--- src/rtl/neuron_layer_sequencer.sv ---
// Time-multiplexes one NEURON across NUM_NEURONS logical neurons: feeds each neuron the held input vector serially.
// Completes 1+NUM_NEURONS*(NUM_INPUTS+L+1) cycles after accept with NEU_READY high; NEU_VALID_IN/value hold while NEU_READY is low.
module neuron_layer_sequencer #(
   parameter int NUM_INPUTS  = 2,
   parameter int NUM_NEURONS = 4,
   parameter int WIDTH       = 8
) (
   input  logic                                  CLK,
   input  logic                                  RST,
   input  logic [NUM_NEURONS*NUM_INPUTS*WIDTH-1:0] WEIGHTS,
   input  logic [NUM_NEURONS*WIDTH-1:0]          BIASES,
   input  logic [NUM_INPUTS*WIDTH-1:0]           LAYER_IN,
   input  logic                                  LAYER_VALID_IN,
   output logic                                  LAYER_READY,
   output logic [NUM_NEURONS*WIDTH-1:0]          LAYER_OUT,
   output logic                                  LAYER_VALID_OUT,
   output logic                                  LAYER_OVERFLOW,
   output logic [NUM_INPUTS*WIDTH-1:0]           NEU_WEIGHTS,
   output logic [WIDTH-1:0]                      NEU_BIAS,
   output logic [WIDTH-1:0]                      NEU_VALUE_IN,
   output logic                                  NEU_VALID_IN,
   input  logic                                  NEU_READY,
   input  logic [WIDTH-1:0]                      NEU_VALUE_OUT,
   input  logic                                  NEU_VALID_OUT,
   input  logic                                  NEU_OVERFLOW
);
   localparam int IW = (NUM_INPUTS > 1) ? $clog2(NUM_INPUTS) : 1;
   localparam int NW = (NUM_NEURONS > 1) ? $clog2(NUM_NEURONS) : 1;
   localparam logic [IW-1:0] I_LAST = IW'(NUM_INPUTS - 1);
   localparam logic [NW-1:0] N_LAST = NW'(NUM_NEURONS - 1);

   typedef enum logic [2:0] {S_IDLE, S_FEED, S_WAIT, S_STORE, S_DONE} state_t;

   state_t                         r_state;
   logic [NW-1:0]                  r_n;
   logic [IW-1:0]                  r_i;
   logic [NUM_INPUTS*WIDTH-1:0]    r_in;
   logic [NUM_NEURONS*WIDTH-1:0]   r_out;
   logic                           r_acc;
   logic [NUM_NEURONS*WIDTH-1:0]   r_layer_out;
   logic                           r_layer_ovf;
   logic                           r_layer_vld;
   logic                           r_ready;
   logic                           r_neu_vld;
   logic                           w_busy;

   assign w_busy          = (r_state != S_IDLE);
   assign LAYER_READY     = r_ready;
   assign LAYER_OUT       = r_layer_out;
   assign LAYER_VALID_OUT = r_layer_vld;
   assign LAYER_OVERFLOW  = r_layer_ovf;
   assign NEU_VALID_IN    = r_neu_vld;
   // Slices follow the neuron counter live; the layer parameters are not snapshotted.
   assign NEU_WEIGHTS  = w_busy ? WEIGHTS[int'(r_n)*NUM_INPUTS*WIDTH +: NUM_INPUTS*WIDTH] : '0;
   assign NEU_BIAS     = w_busy ? BIASES[int'(r_n)*WIDTH +: WIDTH] : '0;
   assign NEU_VALUE_IN = r_neu_vld ? r_in[int'(r_i)*WIDTH +: WIDTH] : '0;

   always_ff @(posedge CLK or posedge RST) begin
      if (RST) begin
         r_state     <= S_IDLE;
         r_n         <= '0;
         r_i         <= '0;
         r_in        <= '0;
         r_out       <= '0;
         r_acc       <= 1'b0;
         r_layer_out <= '0;
         r_layer_ovf <= 1'b0;
         r_layer_vld <= 1'b0;
         r_ready     <= 1'b1;
         r_neu_vld   <= 1'b0;
      end else begin
         r_layer_vld <= 1'b0;
         case (r_state)
            S_IDLE: begin
               if (LAYER_VALID_IN) begin
                  r_in      <= LAYER_IN;
                  r_n       <= '0;
                  r_i       <= '0;
                  r_acc     <= 1'b0;
                  r_ready   <= 1'b0;
                  r_neu_vld <= 1'b1;
                  r_state   <= S_FEED;
               end
            end
            S_FEED: begin
               r_acc <= r_acc | NEU_OVERFLOW;
               if (NEU_READY) begin
                  if (r_i == I_LAST) begin
                     r_neu_vld <= 1'b0;
                     r_state   <= S_WAIT;
                  end else begin
                     r_i <= r_i + IW'(1);
                  end
               end
            end
            S_WAIT: begin
               r_acc <= r_acc | NEU_OVERFLOW;
               if (NEU_VALID_OUT) begin
                  r_out[int'(r_n)*WIDTH +: WIDTH] <= NEU_VALUE_OUT;
                  r_state <= S_STORE;
               end
            end
            S_STORE: begin
               // The neuron's overflow lags its result by one cycle, so it is folded in here.
               r_acc <= r_acc | NEU_OVERFLOW;
               if (r_n == N_LAST) begin
                  r_layer_out <= r_out;
                  r_layer_ovf <= r_acc | NEU_OVERFLOW;
                  r_layer_vld <= 1'b1;
                  r_state     <= S_DONE;
               end else begin
                  r_n       <= r_n + NW'(1);
                  r_i       <= '0;
                  r_neu_vld <= 1'b1;
                  r_state   <= S_FEED;
               end
            end
            S_DONE: begin
               r_ready <= 1'b1;
               r_state <= S_IDLE;
            end
            default: begin
               r_ready   <= 1'b1;
               r_neu_vld <= 1'b0;
               r_state   <= S_IDLE;
            end
         endcase
      end
   end
endmodule
--- config.mk ---
export PLATFORM = sky130hd
export DESIGN_NAME = neuron_layer_sequencer
export DESIGN_NICKNAME = d
export VERILOG_FILES = /design/src/rtl/neuron_layer_sequencer.sv
export SDC_FILE = /design/constraint.sdc
export NUM_CORES = 1
export LEC_CHECK = 0
export ABC_AREA = 1
export ABC_CLOCK_PERIOD_IN_PS = 2200
export BUFFER_PORTS_ARGS = -buffer_cell sky130_fd_sc_hd__buf_2
export CAP_MARGIN = 25
export CORE_MARGIN = 4
export CORE_UTILIZATION = 44
export DETAILED_ROUTE_END_ITERATION = 6
export PLACE_DENSITY = 0.85
export SYNTH_ARGS = -nofsm -noshare
export SYNTH_HDL_FRONTEND = slang
export SYNTH_SLANG_ARGS = --single-unit
--- constraint.sdc ---
create_clock -name CLK -period 2.2 [get_ports CLK]
set_input_delay 0 -clock CLK [delete_from_list [all_inputs] [get_ports CLK]]
set_output_delay 0 -clock CLK [all_outputs]
set_load 0.02 [all_outputs]
==> flow_summary_export.csv <==
group,metric,value,unit
synthesis,sequential_to_total_area_share_from_yosys_stat,47.7,%
worst_hold_path,holdCritPathClass,"in2reg",
clocking,post-cts-setup-buffers,0,
synthesis,synth_compound_gate_area_share,13.6,%
worst_hold_path,worst_hold_path.num_cells,4,
drt,drt-pass1-iter-count,5,
placement,place_congestion,0.850,
pwr,swShare,47.6,%
setup_path,endpoint_kind,"primary output",
pwr,cell_internal_pwr,3.71,mW
synthesis,post-synth-top-count-cell,"sky130_fd_sc_hd__nand2_1",
synthesis,synth.top_cells.by_count,"sky130_fd_sc_hd__nand2_1 (161), sky130_fd_sc_hd__nor2_1 (123), sky130_fd_sc_hd__o21ai_0 (98), sky130_fd_sc_hd__dfrtp_1 (90), sky130_fd_sc_hd__nand3_1 (46)",
die,num_io_pins,194,
setup_path,worstSetupStartpointType,"flip-flop",
synthesis,synth_edf_count,0,
setup_path,required,2.20,ns
global_route,via_count_of_the_first_global_routing_pass,4867,
pwr,vdd_ir_drop_max,0.619,mV
finish,fill_cells,963,
synthesis,synth_seq_cells,91,
synthesis,synth_mux_area_share,0,%
setup_path,crit_path_max_fanout,48,
setup_path,cp.arrival,1.97,ns
drt,via_per_inst,5.05,
pwr,cellLeakagePower,3.45,nW
synthesis,synthAdderAreaFrac,1.57,%
timing,clock.fmax,507,MHz
synthesis,synth.distinct_cells,28,
finish,finish.net_count,981,
finish,sequential_cell_area,0.00228,mm^2
synthesis,synth_xor_xnor_area_share,0,%
timing,setup_repair_after_global_routing_missed_its_margin,"no",
global_route,grt_start_max_net_pins,49,
setup_path,timing_worst_setup_path_type,"reg2out",
synthesis,synth.avg_cell_area,7.40,um^2
drt,antenna_left,0,
synthesis,yosysWarningCount,0,
synthesis,area_of_the_mapped_netlist,0.00477,mm^2
drt,post-route-drc-count,0,
clocking,cts_tree,"built",
pwr,switching_power,3.37,mW
synthesis,synthArstFlopShare,100,%
drt,dr.first_iter.drc_count,377,
timing,worstMarginPinSlew,0.721,ns
run,max_cap_viol_count,0,
finish,area_delta_synth_final,31.0,%
drt,dr_total_vias,5000,
run_status,status,"complete, no violations",
timing,slew_headroom,51.8,%
placement,place.detailed.hpwl,10100,um
global_route,overflow,0,
global_route,grt_first_pass_wirelength,22700,um
finish,multi_input_comb_area,0.00218,mm^2
synthesis,synthCells,645,
pwr,powerDensity,1130,mW/mm^2
synthesis,ys_dominant_reg_cell,"sky130_fd_sc_hd__dfrtp_1",
timing,final_hold_viol_count,0,
timing,timing.final.max_slew_violations,0,
pwr,power_frac_comb,51.6,%
die,die-height,112,um
synthesis,synthTopCellsByArea,"sky130_fd_sc_hd__dfrtp_1 (47%), sky130_fd_sc_hd__nand2_1 (13%), sky130_fd_sc_hd__o21ai_0 (10%)",
clocking,clk_transition_reported_paths,0.08,ns
timing,finClkSkew,0.0115,ns
finish,instances_no_fill,991,
timing,period_share,89.7,%
die,number_of_cell_rows,37,
pwr,clkPwrFrac,14.3,%
synthesis,largest_family_of_logic_cells_by_synthesized_area,"simple AND/OR/NAND/NOR gates",
drt,wirelength,13900,um
setup_path,r2r.worst_path.cells,6,
synthesis,synth-simple-area-share,30.4,%
clocking,clock_insertion_delay_worst_skew,0.35,ns
placement,buffer_ports.inserted,193,
placement,place_inst,948,
drt,wl_per_cell,14.0,um
global_route,global_route.usage.total,21.6,%
global_route,number_of_antenna_violations_at_the_first_check_in_global_routing,1,
die,fp.coreArea,0.0105,mm^2
clocking,clock-sinks,91,
setup_path,setup.reg_to_reg.worst_slack,0.33,ns
clocking,postCtsResizedCells,0,
die,start_util,45.6,%
timing,final.min_clock_period,1.97,ns
synthesis,synth_top_cell_by_area,"sky130_fd_sc_hd__dfrtp_1",
timing,setup_tns,0,ns
timing,setup_viol_count_final,0,
finish,layout-drive-gt1-share,27.9,%
clocking,root_buffer_cell,"sky130_fd_sc_hd__clkbuf_8",
clocking,ctsLongestPathBuffers,2,
synthesis,mappedNetlistNets,777,
pwr,seq_power_share,34.1,%
die,die_area,0.0126,mm^2
synthesis,yosysTopAreaCellShare,47.2,%
clocking,cts.htree.levels,3,
clocking,cts_made_buffers,9,
die,chipWidth,112,um
==> flip-flops by register name, summed over array words and instances, names as in the netlist <==
| name | cells |
|---|---|
| LAYER_OUT | 32 |
| LAYER_OVERFLOW | 1 |
| LAYER_READY | 1 |
| LAYER_VALID_OUT | 1 |
| NEU_VALID_IN | 1 |
| r_acc | 1 |
| r_i | 1 |
| r_in | 16 |
| r_n | 2 |
| r_out | 32 |
| r_state | 3 |
==> worst paths after layout <==
kind	startpoint	to
min in group asynchronous	RST	r_in[9]
max in group asynchronous	RST	r_state[0]
setup reg to reg	r_n[1]	r_out[15]
setup / recovery	r_n[0]	NEU_WEIGHTS[13]
hold / removal	NEU_READY	r_state[0]
hold reg to reg	r_in[2]	r_in[2]
==> layer usage <==
layer	GRT usage, %	wire, um
met5	0	0
met4	8.97	461
met3	4.64	1050
met2	36.7	6820
met1	26.8	5570
==> power groups by stage <==
| stage | Combinational [mW] | Clock, mW | Sequential [mW] |
|---|---|---|---|
| floorplan | 2.57 | 0 | 2.42 |
| detailed placement | 3.60 | 0 | 2.44 |
| global placement | 3.55 | 0 | 2.41 |
| global route | 4.06 | 1.11 | 2.47 |
| CTS | 3.65 | 1.03 | 2.41 |
| finish | 3.65 | 1.01 | 2.42 |
==> placed cells by master (no fill, tap or decap), types with 5 or more instances in the layout <==
cell type,netlist,routed
sky130_fd_sc_hd__buf_2,18,193
sky130_fd_sc_hd__nand3_1,46,46
sky130_fd_sc_hd__nor3_1,6,6
sky130_fd_sc_hd__a21oi_1,24,24
sky130_fd_sc_hd__ha_1,6,6
sky130_fd_sc_hd__dlygate4sd3_1,0,26
sky130_fd_sc_hd__nand2_1,161,161
sky130_fd_sc_hd__clkbuf_8,0,9
sky130_fd_sc_hd__dfrtp_1,90,89
sky130_fd_sc_hd__inv_1,26,25
sky130_fd_sc_hd__o21ai_1,8,8
sky130_fd_sc_hd__o21ai_0,98,98
sky130_fd_sc_hd__inv_2,5,5
sky130_fd_sc_hd__nor2_1,123,123
sky130_fd_sc_hd__buf_4,4,9
==> final cells by class <==
cell class | instances | area share, %
flip-flops and latches | 91 | 36.5
multi-input cells | 484 | 34.8
repair buffers | 229 | 21.0
well taps | 136 | 2.72
inverters | 34 | 2.12
clock buffers | 9 | 1.98
clock inverters | 7 | 0.821
diodes | 1 | 0.0400
==> logic make-up after synthesis <==
family                     after synthesis
AOI/OAI and AO/OA                      130
adders and majority gates                6
DFF                                     91
and+or+nand+nor                        348
buffers and inverters                   70
==> stage by stage <==
stage	power (mW)	instance area, um^2	util (%)	worst slack [ns]	hold slack (ns)
floorplan	4.99	4780	-	0.361	0.145
global placement	5.96	5810	55.6	0.505	0.140
detailed placement	6.04	5810	55.6	0.405	0.152
CTS	7.09	6250	59.7	0.224	0.0133
global route	7.63	6250	59.7	0.0497	0.0388
finish	7.08	6250	59.7	0.226	0.0264
==> critical path, stage by stage, from the launching register on <==
cell and delay (ns):
sky130_fd_sc_hd__dfrtp_2 0.49, sky130_fd_sc_hd__inv_2 0.19, sky130_fd_sc_hd__buf_4 0.38, sky130_fd_sc_hd__o21ai_0 0.22
sky130_fd_sc_hd__a21oi_1 0.15, sky130_fd_sc_hd__buf_2 0.18
==> timing repair <==
item,in CTS,in global routing
hold endpoints to repair,64,0
hold buffers,26,0
endpoints found under the setup margin,0,0
No activity file was read; power rests on OpenSTA's default activity.
